**src/rtl/bitlet_weight_scheduler_if.sv**
```systemverilog
// Select interface between the Bitlet weight scheduler (master) and the MAC side (slave).
// Carries the weight-vector load handshake and the per-plane select beat handshake.
interface bitlet_weight_scheduler_if #(
    parameter int DATA_WIDTH    = 8,
    parameter int VEC_LENGTH    = 32,
    parameter int MUX_SEL_WIDTH = $clog2(VEC_LENGTH)
);
    // w_in[i] is weight i, a two's-complement value of DATA_WIDTH bits
    logic [VEC_LENGTH-1:0][DATA_WIDTH-1:0]    w_in;
    logic                                     w_valid;
    logic                                     w_ready;
    logic                                     out_ready;
    logic                                     out_valid;
    logic [DATA_WIDTH-1:0][MUX_SEL_WIDTH-1:0] act_sel;
    logic [DATA_WIDTH-1:0]                    act_val;
    logic                                     last;

    modport master (
        input  w_in, w_valid, out_ready,
        output w_ready, out_valid, act_sel, act_val, last
    );

    modport slave (
        output w_in, w_valid, out_ready,
        input  w_ready, out_valid, act_sel, act_val, last
    );
endinterface

```
**src/rtl/bitlet_weight_scheduler.sv**
```systemverilog
// Transposes a signed weight vector into bit-plane masks and streams, one beat at a time,
// the lowest remaining set lane of every plane as an activation select for the Bitlet MAC.
module bitlet_weight_scheduler #(
    parameter int DATA_WIDTH    = 8,
    parameter int VEC_LENGTH    = 32,
    parameter int MUX_SEL_WIDTH = $clog2(VEC_LENGTH)
) (
    input  logic                          clk,
    input  logic                          reset,
    bitlet_weight_scheduler_if.master     bus
);
    typedef enum logic [0:0] {
        IDLE = 1'b0,
        RUN  = 1'b1
    } state_t;

    localparam logic [VEC_LENGTH-1:0] ONE_V = VEC_LENGTH'(1'b1);

    state_t                                   state_r;
    state_t                                   state_nxt_s;
    logic [DATA_WIDTH-1:0][VEC_LENGTH-1:0]    mask_r;
    logic [DATA_WIDTH-1:0][VEC_LENGTH-1:0]    mask_nxt_s;
    logic [DATA_WIDTH-1:0][VEC_LENGTH-1:0]    mask_load_s;
    logic [DATA_WIDTH-1:0][VEC_LENGTH-1:0]    mask_clr_s;
    logic [DATA_WIDTH-1:0]                    single_s;
    logic [DATA_WIDTH-1:0]                    act_val_s;
    logic [DATA_WIDTH-1:0][MUX_SEL_WIDTH-1:0] act_sel_s;
    logic                                     out_valid_s;
    logic                                     last_s;
    logic                                     beat_done_s;
    logic                                     w_ready_s;
    logic                                     accept_s;

    // Per-plane transpose, lowest-set-lane select, and at-most-one-bit detection
    always_comb begin
        act_val_s   = '0;
        act_sel_s   = '0;
        single_s    = '0;
        mask_clr_s  = '0;
        mask_load_s = '0;
        for (int j = 0; j < DATA_WIDTH; j++) begin
            act_val_s[j]  = (state_r == RUN) && (|mask_r[j]);
            // m & (m-1) drops the lowest set bit, which is exactly the lane selected this beat
            mask_clr_s[j] = mask_r[j] & (mask_r[j] - ONE_V);
            single_s[j]   = (mask_clr_s[j] == '0);
            for (int i = VEC_LENGTH - 1; i >= 0; i--) begin
                if (mask_r[j][i] && (state_r == RUN)) begin
                    act_sel_s[j] = MUX_SEL_WIDTH'(i);
                end else begin
                    act_sel_s[j] = act_sel_s[j];
                end
            end
            for (int i = 0; i < VEC_LENGTH; i++) begin
                mask_load_s[j][i] = bus.w_in[i][j];
            end
        end
    end

    assign out_valid_s = (state_r == RUN);
    assign last_s      = out_valid_s && (&single_s);
    assign beat_done_s = out_valid_s && bus.out_ready;
    assign w_ready_s   = (state_r == IDLE) || (beat_done_s && last_s);
    assign accept_s    = bus.w_valid && w_ready_s;

    // Next-state and next-mask selection; a load on the last handshake keeps RUN with no bubble
    always_comb begin
        state_nxt_s = state_r;
        mask_nxt_s  = mask_r;
        case (state_r)
            IDLE: begin
                if (accept_s) begin
                    state_nxt_s = RUN;
                    mask_nxt_s  = mask_load_s;
                end else begin
                    state_nxt_s = IDLE;
                    mask_nxt_s  = mask_r;
                end
            end
            RUN: begin
                if (accept_s) begin
                    state_nxt_s = RUN;
                    mask_nxt_s  = mask_load_s;
                end else if (beat_done_s) begin
                    state_nxt_s = last_s ? IDLE : RUN;
                    mask_nxt_s  = mask_clr_s;
                end else begin
                    state_nxt_s = RUN;
                    mask_nxt_s  = mask_r;
                end
            end
            default: begin
                state_nxt_s = IDLE;
                mask_nxt_s  = '0;
            end
        endcase
    end

    // State register
    always_ff @(posedge clk) begin
        if (reset) begin
            state_r <= IDLE;
        end else begin
            state_r <= state_nxt_s;
        end
    end

    // Bit-plane mask register; reset discards any in-flight vector
    always_ff @(posedge clk) begin
        if (reset) begin
            mask_r <= '0;
        end else begin
            mask_r <= mask_nxt_s;
        end
    end

    assign bus.w_ready   = w_ready_s;
    assign bus.out_valid = out_valid_s;
    assign bus.act_sel   = act_sel_s;
    assign bus.act_val   = act_val_s;
    assign bus.last      = last_s;
endmodule
```
**src/flat_wrapper.sv**
```systemverilog
// flat-port wrapper written by rule: the top's interface ports become plain ports
module bitlet_weight_scheduler_flat 
#(
    parameter int DATA_WIDTH    = 8,
    parameter int VEC_LENGTH    = 32,
    parameter int MUX_SEL_WIDTH = $clog2(VEC_LENGTH)
)
  (clk, reset, bus_w_in, bus_w_valid, bus_out_ready, bus_w_ready, bus_out_valid, bus_act_sel, bus_act_val, bus_last);
  bitlet_weight_scheduler_if #(.DATA_WIDTH(DATA_WIDTH), .VEC_LENGTH(VEC_LENGTH), .MUX_SEL_WIDTH(MUX_SEL_WIDTH)) bus_i ();
  input  logic clk;
  input  logic reset;
  input wire logic [$bits(bus_i.w_in)-1:0] bus_w_in;
  input wire logic [$bits(bus_i.w_valid)-1:0] bus_w_valid;
  input wire logic [$bits(bus_i.out_ready)-1:0] bus_out_ready;
  output wire logic [$bits(bus_i.w_ready)-1:0] bus_w_ready;
  output wire logic [$bits(bus_i.out_valid)-1:0] bus_out_valid;
  output wire logic [$bits(bus_i.act_sel)-1:0] bus_act_sel;
  output wire logic [$bits(bus_i.act_val)-1:0] bus_act_val;
  output wire logic [$bits(bus_i.last)-1:0] bus_last;
  assign bus_i.w_in = bus_w_in;
  assign bus_i.w_valid = bus_w_valid;
  assign bus_i.out_ready = bus_out_ready;
  assign bus_w_ready = bus_i.w_ready;
  assign bus_out_valid = bus_i.out_valid;
  assign bus_act_sel = bus_i.act_sel;
  assign bus_act_val = bus_i.act_val;
  assign bus_last = bus_i.last;
  bitlet_weight_scheduler #(.DATA_WIDTH(DATA_WIDTH), .VEC_LENGTH(VEC_LENGTH), .MUX_SEL_WIDTH(MUX_SEL_WIDTH)) u_core (.clk(clk), .reset(reset), .bus(bus_i));
endmodule
```
**config.mk**
```make
export PLATFORM = sky130hd
export DESIGN_NAME = bitlet_weight_scheduler_flat
export DESIGN_NICKNAME = d
export VERILOG_FILES = /design/src/rtl/bitlet_weight_scheduler_if.sv /design/src/rtl/bitlet_weight_scheduler.sv /design/src/flat_wrapper.sv
export SDC_FILE = /design/constraint.sdc
export NUM_CORES = 1
export LEC_CHECK = 0
export ABC_CLOCK_PERIOD_IN_PS = 6300
export CELL_PAD_IN_SITES_DETAIL_PLACEMENT = 0
export CELL_PAD_IN_SITES_GLOBAL_PLACEMENT = 1
export CORE_MARGIN = 1.5
export CORE_UTILIZATION = 42
export DETAILED_ROUTE_END_ITERATION = 10
export PLACE_DENSITY = 0.92
export SLEW_MARGIN = 20
export SYNTH_ARGS = -nofsm -noshare
export SYNTH_HDL_FRONTEND = slang
export SYNTH_SLANG_ARGS = --single-unit
```
**constraint.sdc**
```tcl
create_clock -name clk -period 6.3 [get_ports clk]
set_input_delay 1.26 -clock clk [delete_from_list [all_inputs] [get_ports clk]]
set_output_delay 1.26 -clock clk [all_outputs]
set_load 0.02 [all_outputs]
```
======== Word level (Yosys, flattened, before mapping) ========
Index checks and enable logic that the tools add are counted.
operators by class
  reductions and logical operators ........ 287
  bitwise gates (word level) .............. 9
  add/subtract/negate cells ............... 8
  mux-type cells .......................... 265
  equality and inequality tests ........... 2
operators with widths
  operator                                               number
  two-way mux 5 bit                                      256
  two-way mux 256 bit                                    3
  case mux 256 bit (2 select lines)                      1
  logical AND 1 bit                                      268
  bitwise AND 32 bit                                     8
  zero test 32 bit                                       8
  OR reduction 32 bit                                    8
  subtractor 32 x 1 -> 32 bit, second input constant     8
  AND reduction 8 bit                                    1
  two-way mux 1 bit                                      4
  inequality test 3 bit, second input constant           1
  inequality test 2 x 1 -> 1 bit, second input constant  1
  case mux 1 bit (2 select lines)                        1
  AND reduction 2 bit                                    1
  logical OR 1 bit                                       1
  NOT 1 bit                                              1
storage, ports and cells
  bits in registers ....................... 257
  output and inout bits ................... 51
  input port bits ......................... 260

======== Depth between registers and ports, before layout ========
Gate-level depths: netlist (run 1).
  word-level depth ........................ 33
  gate-level depth with buffers ........... 17
  mapped depth without buffers ............ 10

======== Worst setup path before layout (run 1) ========
OpenSTA, ideal clock, no wires.
  path kind ............................... flip-flop to output port
  start point ............................. reg u_core.mask_r[72] (netlist name)
  end point ............................... out bus_w_ready
  buffers on the path ..................... 3
  path slack .............................. 1512 ps
  stages on the path, launching flop included .. 12
  required time ........................... 5040 ps
  arrival ................................. 3528 ps
  path through ............................ dfxtp_1 clkbuf_1 or4_1 or4b_1 clkbuf_1 buf_2 o31ai_1 nand4b_1 or4_1 nor4_1 nand4_1 o21ai_1
on the way
  cells in the longest elaborated chain, start to end .. 7
ends and longest elaborated chain
  what                         RTL line                        RTL
  from (decl)                  bitlet_weight_scheduler.sv:21   logic [DATA_WIDTH-1:0][VEC_LENGTH-1:0] mask_r;
  from (signal assigned)       bitlet_weight_scheduler.sv:112  mask_r <= mask_nxt_s;
  subtractor 32 x 1 -> 32 bit  bitlet_weight_scheduler.sv:44   mask_clr_s[j] = mask_r[j] & (mask_r[j] - ONE_V);
  bitwise AND 32 bit *         bitlet_weight_scheduler.sv:44
  zero test 32 bit *           bitlet_weight_scheduler.sv:45   single_s[j] = (mask_clr_s[j] == '0);
  AND reduction 8 bit *        bitlet_weight_scheduler.sv:60   assign last_s = out_valid_s && (&single_s);
  logical AND 1 bit *          bitlet_weight_scheduler.sv:60
  logical AND 1 bit *          bitlet_weight_scheduler.sv:62   assign w_ready_s = (state_r == IDLE) || (beat_done_s && last_s);
  logical OR 1 bit *           bitlet_weight_scheduler.sv:62
  to (decl)                    flat_wrapper.sv:15              output wire logic [$bits(bus_i.w_ready)-1:0] bus_w_ready;
Every way passes the cells marked *; elsewhere a longest branch is shown, timed or not.

======== Final worst setup path (run 1) ========
  start point ............................. reg u_core.mask_r[64] (netlist name)
  end point ............................... out bus_w_ready
Same word-level chain as after synthesis.

==> results of run 1 <==
logic make-up after synthesis:
family / count (synthesis)
buffers and inverters: 283
flip-flops: 257
multiplexers: 25
adder cells (fa/ha/maj): 2
AND/OR/NAND/NOR: 1159
AO/OA/AOI/OAI: 810
worst register-to-register path: stages, from the launching register on:
cell and delay, ps:
dfxtp_1 430, or4_1 610, buf_4 200, o41ai_1 740, buf_4 250, and4_1 170, nand4_1 200, nor4_1 600
and4_1 280, nand4_1 240, o41ai_4 500, buf_12 320, buf_12 320, mux2i_1 280, nor2_1 50
stage by stage:
step / hold slack, ps / setup TNS [ps]
2_1_floorplan: 472.4 / 0
3_3_place_gp: 497.2 / 0
3_5_place_dp: 521.5 / 0
4_1_cts: 530.7 / 0
5_1_grt: 557.3 / -8.344
6_report: 538.8 / 0
final timing paths:
| path | endpoint | slack (ps) | cells after the start |
|---|---|---|---|
| max reg2reg | u_core.mask_r[10]$_SDFFE_PP0P_ | 960 | 14 |
| min | u_core.mask_r[205]$_SDFFE_PP0P_ | 540 | 2 |
| min reg2reg | u_core.mask_r[205]$_SDFFE_PP0P_ | 540 | 2 |
| max | bus_w_ready | 50 | 11 |
cell usage in the layout (no fill, tap or decap), drive strengths merged, types with 14 or more instances in the layout:
cell type	Yosys	final
nand2	362	362
nor3	90	90
nand3	47	47
nand2b	45	45
nor4	68	68
mux2i	25	25
or4	45	45
and3	27	27
or3b	14	14
a221oi	21	21
inv	67	67
o31a	17	17
buf	42	135
o21bai	21	21
o211ai	21	21
o41ai	44	44
or3	41	41
a211oi	48	48
dfxtp	257	257
o21ai	147	147
o31ai	54	54
nand4	56	56
a21oi	173	173
a31oi	85	85
a22oi	14	14
nand3b	20	20
o21a	39	39
or2	75	75
clkdlybuf4s50	0	309
clkbuf	174	42
nor2	226	226
Yosys cell counts, types with 41 or more instances:
library cell | count | area [um^2]
a211oi_1 | 48 | 360.4
a21oi_1 | 173 | 865.8
a31oi_1 | 85 | 531.8
clkbuf_1 | 174 | 653.1
dfxtp_1 | 257 | 5145
inv_1 | 67 | 251.5
nand2_1 | 362 | 1359
nand2b_1 | 45 | 281.5
nand3_1 | 47 | 235.2
nand4_1 | 56 | 350.3
nor2_1 | 226 | 848.3
nor3_1 | 90 | 450.4
nor4_1 | 68 | 425.4
o21ai_0 | 146 | 730.7
o31ai_1 | 54 | 405.4
o41ai_1 | 43 | 376.6
or2_2 | 75 | 469.2
or3_1 | 41 | 256.5
or4_1 | 44 | 330.3
power by group through the flow:
stage | Clock [mW] | Combinational [mW] | Sequential [mW]
final | 2.04 | 1.82 | 1.93
after global routing | 2.09 | 1.92 | 1.94
after CTS | 2.04 | 1.76 | 1.91
after detailed placement | 0 | 1.75 | 1.95
after global placement | 0 | 1.75 | 1.94
after floorplan | 0 | 1.03 | 1.85
flip-flops by register name, indices dropped and copies added, names as in the netlist:
register and count:
u_core.bus.out_valid 1, u_core.mask_r 256
per-layer routing:
metal / GRT usage (%) / vias up / wire length [um]
met3: 8.484 / 275 / 10080
li1: - / 10050 / -
met1: 56.64 / 10780 / 38760
met2: 64.74 / 1516 / 41200
met5: 0 / - / 0
met4: 20.69 / 0 / 5719
final cells by class:
| cell class | count | area share [%] |
|---|---|---|
| antenna | 1 | 0.01084 |
| sequential | 257 | 22.30 |
| inverter | 67 | 1.090 |
| timing repair buffer | 444 | 18.08 |
| clock buffer | 42 | 3.887 |
| clock inverter | 15 | 1.025 |
| tap | 539 | 2.922 |
| multi-input combinational | 1996 | 50.69 |
repair_timing:
action                     in CTS  in global routing
pin swaps                       0                  2
setup endpoints to repair       2                  2
resized for setup               8                 13
buffers inserted                0                  3
==> metrics.md, run 1 <==
| Metric | Value |
|---|---|
| PD cells | 250.8 nW/um^2 |
| Warnings from Yosys | 0 |
| Total power | 5.788 mW |
| MaxCap Viol Count | 0 |
| Final non-filler cell total | 3361 |
| Data arrival, critical path | 4990 ps |
| CTS tree | done |
| FF+latch area | 5146 um^2 |
| Internal | 3.691 mW |
| Post-Place Cells | 3300 |
| Via density | 6.729 |
| Initial drt markers | 2876 |
| Worst path buffer plus inverter count | 3 |
| Die width | 209.6 um |
| Syn Inst Count | 2536 |
| Post-route cell area | 23080 um^2 |
| Initial Utilization | 42.64% |
| Largest net degree at the start of global routing | 128 |
| EDFF count, synth | 0 |
| Critical Path Source | u_core.mask_r[64]$_SDFFE_PP0P_ |
| Setup WS post-layout | 53.00 ps |
| Total grt overflow | 0 |
| Cts bufs inserted | 31 |
| Period utilization | 99.16% |
| Drt drc | 0 |
| Tmin final | 6247 ps |
| Fillers | 4106 |
| Fmax | 160.1 MHz |
| Worst Clk Skew | 11.86 ps |
| HPWL Detailed | 73460 um |
| Mean post-synth cell area | 7.068 um^2 |
| Routability-driven placement congestion ratio | 1.105 |
| Hold Buf Count CTS | 0 |
| Worst skew pair latency | 600 ps |
| Site row count | 75 |
| LEAKAGE | 8.280 nW |
| Post-synthesis mux area share | 1.396% |
| Initial antenna violation count | 3 |
| Dpl cell area | 21830 um^2 |
| Nets@finish | 3057 |
| Synth Register Bits | 257 |
| H-tree levels | 1 |
| Crit Path Max Fanout | 20 |
| Worst Tran Pin Value | 1138 ps |
| # IOs | 311 |
| Syn_nets | 2796 |
| Vias in the first global route | 20990 |
| Largest delay share family, worst path | simple AND/OR/NAND/NOR gates |
| Critical-path cell list | or4_4, or4b_1, buf_4, o41a_1, a2111oi_1, nand3_1, nor4_1, nand4_1, o21ai_1, buf_4, clkdlybuf4s50_1 |
| Root buffer cell | clkbuf_16 |
| Post-Synth Simple-Gate Area | 32.55% |
| CP Class | reg2out |
| Layout area overhead | 28.77% |
| Min-Delay Startpoint | u_core.mask_r[205]$_SDFFE_PP0P_ |
| Worst EP required | 5040 ps |
| Combinational cell fraction of total power | 31.5% |
| Clock transition at the registers of the reported paths | 60 ps |
| Mapped Area | 17920 um^2 |
| Status | completed |
| CTS Buffer Depth | 3 |
| Full die area | 43930 um^2 |
| Max Slew Vio Count | 0 |
| DIE HEIGHT | 209.6 um |
| Synthesized-area fraction occupied by adder cells | 0.1117% |
| Slew HR | 24.11% |
| Share of layout cells above drive strength 1 | 11.06% |
| WL final | 95750 um |
| Max VDD drop | 0.2035 mV |
| ANT nets after route | 0 |
| DR WL/cell | 28.49 um |
| Switching part of the total power | 36.24% |
| Largest family of logic cells by synthesized area | simple AND/OR/NAND/NOR gates |
| Post-synth cell types | 76 |
| Worst hold path type | reg2reg |
| Most used cell along the critical path | buf_4 |
| Post-synthesis xor/xnor area fraction | 0% |
| Synth Area in Compound Gates | 30.52% |
| Drt pass-1 iters | 6 |
| Reg-to-Reg Start | u_core.mask_r[224]$_SDFFE_PP0P_ |
| Sequential share of power | 33.3% |
| Main synth FF type | dfxtp_1 |
| Vias | 22620 |
| Async set or reset register ratio after synthesis | 0% |
| Crit path launch type | register |
| CTS sink cnt | 257 |
| Core area | 42040 um^2 |
| Port buffer count | 310 |
| Wire length of the first global-routing pass | 139200 um |
| NetSw | 2.097 mW |
| Clock power frac | 35.2% |
| Crit path capture type | output port |
| Core Util, Final | 54.90% |
| CP max-delay cell | or4_4 |
| Pre-CTS WS | 414.8 ps |
| Area of the multi-input gates | 11700 um^2 |
| Hold Vio Cnt, Final | 0 |
| Final setup vio count | 0 |
| Seq/Total Area, Yosys | 28.70% |
| Crit-path max cell delay | 660 ps |
| GRT Resource Usage Total | 42.23% |
No activity file was read; power rests on OpenSTA's default activity.
==> run 2, diff against run 1 <==
Settings changed: ABC_AREA from default to 1, CORE_UTILIZATION 42 to 40, CTS_CLUSTER_SIZE from default to 24.
==> run 2 against run 1 <==
  * Count of clock-buffer cells in the layout rose by 10
  * Final cell count rose by 38%
  * Via count rose by 10%
  * Clock power rose by 2%
  * Fmax rose by 3.4%
  * Die area rose by 19%
  * Sequential share of layout area fell by 1.7 points
  * Worst hold slack got worse by 54 ps
  * Design area rose by 8.3%
  * Total power rose by 8.3%
  * Critical path depth rose by 2
  * First-iteration DRC count rose by 11%
==> metrics.md, run 2 <==
| Metric | Value |
|---|---|
| GRT Resource Usage Total | 32.94% (-9.3 points) |
| Post-synthesis xor/xnor area fraction | 0% (unchanged) |
| # IOs | 311 (unchanged) |
| Fmax | 165.5 MHz (+3.4%) |
| PD cells | 250.8 nW/um^2 (about the same) |
| Crit path capture type | output port |
| Vias in the first global route | 22750 (+8.4%) |
| Crit Path Max Fanout | 6 (-70%) |
| Die width | 228.4 um (+9.0%) |
| Post-route cell area | 25010 um^2 (+8.3%) |
| Initial Utilization | 40.51% (-2.1 points) |
| Top cell type's share of synthesized area | 25.31% (-3.4 points) |
| CTS Buffer Depth | 3 (unchanged) |
| FF+latch area | 5149 um^2 (about the same) |
| Routability-driven placement congestion ratio | 1.044 (-5.5%) |
| Drt drc | 0 (unchanged) |
| Async set or reset register ratio after synthesis | 0% (unchanged) |
| Most frequent cell after synthesis | nand2_1 |
| Total power | 6.271 mW (+8.3%) |
| Post-Synth Simple-Gate Area | 44.96% (+12 points) |
| Area of the multi-input gates | 12160 um^2 (+3.9%) |
| Port buffer count | 310 (unchanged) |
| Max reg flops | 256 (unchanged) |
| Dpl cell area | 23830 um^2 (+9.2%) |
| Mean post-synth cell area | 5.420 um^2 (-23%) |
| Postcts setup bufs | 0 (unchanged) |
| Fillers | 5449 (+33%) |
| LEAKAGE | 12.04 nW (+45%) |
| Share of layout cells above drive strength 1 | 3.417% (-7.6 points) |
| CP Class | reg2out |
| Wire length of the first global-routing pass | 134600 um (-3.3%) |
| Most common cell after layout, fill and taps aside | nand2_1 |
| Core Util, Final | 49.84% (-5.1 points) |
| Core area | 50170 um^2 (+19%) |
| Data arrival, critical path | 4780 ps (-210 ps) |
| H-tree levels | 2 (+1) |
| EDFF count, synth | 0 (unchanged) |
| Syn_nets | 4010 (+43%) |
| Final setup vio count | 0 (unchanged) |
| Site row count | 82 (+9.3%) |
| Via density | 5.366 (-20%) |
| Initial antenna violation count | 2 (-1) |
| WL final | 88630 um (-7.4%) |
| Full die area | 52170 um^2 (+19%) |
| Hold Slack | 485.0 ps (-53.86 ps) |
| Largest family of logic cells by synthesized area | simple AND/OR/NAND/NOR gates |
| Seq/Total Area, Yosys | 25.31% (-3.4 points) |
| Clock transition at the registers of the reported paths | 50 ps (about the same) |
| Biggest register | u_core.mask_r |
| Synthesized-area fraction occupied by adder cells | 0% (-0.11 points) |
| Largest area contributor in the netlist | dfxtp_1 |
| Vias | 24960 (+10%) |
| Mapped Area | 20320 um^2 (+13%) |
| Status | completed |
| Cts bufs inserted | 34 (+9.7%) |
| Worst skew pair latency | 560 ps (-40 ps) |
| Main synth FF type | dfxtp_1 |
| Nets@finish | 4215 (+38%) |
| Layout area overhead | 23.04% |
| Largest net degree at the start of global routing | 205 (+60%) |
| Worst hold path type | reg2reg |
| Worst Tran Pin Value | 1133 ps (-5.521 ps) |
| Root buffer cell | clkbuf_16 |
| Ant diodes | 0 (-1) |
| CTS tree | done |
| Post-synth top cells | nand2_1 (1318), inv_1 (583), a21oi_1 (337) |
| DR WL/cell | 19.05 um (-33%) |
| Period utilization | 95.93% (-3.2 points) |
| Worst path buffer plus inverter count | 1 (-2) |
| Post-synthesis mux area share | 0% (-1.4 points) |
| Initial drt markers | 3179 (+11%) |
| Worst Clk Skew | 14.67 ps (+2.805 ps) |
| Top cells by area, synth | dfxtp_1 (25%), nand2_1 (24%), inv_1 (11%), a21oi_1 (8.3%), nand3_1 (7.2%) |
| ANT nets after route | 0 (unchanged) |
| Post-synth cell types | 43 (-43%) |
| Synth Register Bits | 257 (unchanged) |
| Hold Vio Cnt, Final | 0 (unchanged) |
| Tmin final | 6043 ps (-203.6 ps) |
| Synth Area in Compound Gates | 14.70% (-16 points) |
| CP max-delay cell | o21ai_0 |
| Slew HR | 23.68% (-0.43 points) |
| MaxCap Viol Count | 0 (unchanged) |
| Total grt overflow | 0 (unchanged) |
| CTS sink cnt | 257 (unchanged) |
| RSZ-0062 raised after global routing | false |
| Max Slew Vio Count | 0 (unchanged) |
| Worst EP required | 5040 ps (about the same) |
| Crit-path max cell delay | 930 ps (+270 ps) |
| DIE HEIGHT | 228.4 um (+9.0%) |
| Commonest non-fill, non-tap cells in the layout | nand2_1 (1318), inv_1 (582), a21oi_1 (337), nor2_1 (320), clkdlybuf4s50_1 (309) |
| Syn Inst Count | 3750 (+48%) |
| HPWL Detailed | 67270 um (-8.4%) |
| Drt pass-1 iters | 7 (+1) |
| Critical-path cell list | nor2_2, nand2_1, nor2_4, nand2_2, nor2_4, nand4_2, o21ai_0, nand4_1, or4_1, nor4_1, nand4_1, nor2_1, clkdlybuf4s50_1 |
| Max VDD drop | 0.1680 mV (-17%) |
| Crit path launch type | register |
| Warnings from Yosys | 0 (unchanged) |
| Largest delay share family, worst path | simple AND/OR/NAND/NOR gates |
| Sum Neg Setup Slack | 0 ps (unchanged) |
==> run 2: changes by cell type after synthesis, sizes merged, moves of 69 or more <==
cell | previous run | this run
a21oi | 173 | 337
a31oi | 85 | 16
clkbuf | 174 | 99
inv | 67 | 597
nand2 | 362 | 1322
nand3 | 47 | 293
nand4 | 56 | 133
nor2 | 226 | 340
or2 | 75 | 5
==> run 2: cells by family (layout without fill, tap and decap cells) <==
| logic type | Yosys count | count (layout) |
|---|---|---|
| AO/OA/AOI/OAI | 549 | 549 |
| AND/OR/NAND/NOR | 2175 | 2175 |
| buffers and inverters | 769 | 999 |
| flip-flops | 257 | 257 |
==> run 2: worst reg2reg max path, delay by kind of cell (launching register included) <==
kind,cells,cell delay [ps]
simple gates,15,2590
compound gates,3,1250
buf+inv,1,510
flops,1,340
==> run 2: what timing repair did <==
| action | 4_1_cts | 5_1_grt |
|---|---|---|
| endpoints found under the setup margin | 0 | 1 |
| resized for setup | 0 | 1 |
| hold buffers | 0 | 0 |
==> run 2: metal layers <==
metal  routed length (um)  vias up  global-route usage [%]
met5                   17        -                       0
met3                 8176      199                   5.988
met2                38480     1222                   51.08
met4                 4042        4                   14.34
li1                     -    12290                       -
met1                37910    11250                   44.58
==> run 2: metrics by stage <==
stage | cells | setup slack [ps]
floorplan | 3750 | 1962
global placement | 4591 | 850.3
detailed placement | 4591 | 870.5
CTS | 4652 | 270.6
global route | 4652 | 200.6
finish | 4652 | 256.6
==> run 2: final timing paths <==
check	from	endpoint	slack, ps	cells after the start
max	u_core.mask_r[192]$_SDFFE_PP0P_	bus_last	260	13
max reg2reg	u_core.mask_r[192]$_SDFFE_PP0P_	u_core.mask_r[125]$_SDFFE_PP0P_	1470	19
min reg2reg	u_core.mask_r[60]$_SDFFE_PP0P_	u_core.mask_r[60]$_SDFFE_PP0P_	480	2
min	u_core.mask_r[60]$_SDFFE_PP0P_	u_core.mask_r[60]$_SDFFE_PP0P_	480	2
==> run 2: final cells by class <==
class	count	share of cell area, %
clock inverter	9	0.4903
multi-input combinational	2724	48.63
inverter	598	9.006
timing repair buffer	340	13.71
sequential	257	20.59
tap	672	3.362
clock buffer	52	4.208
==> run 2: power by group <==
group          switching, mW  total, mW  internal, mW
logic                   1.46       2.25         0.795
clock network          0.818       2.09          1.27
registers              0.169       1.93          1.76
total                   2.45       6.27          3.83
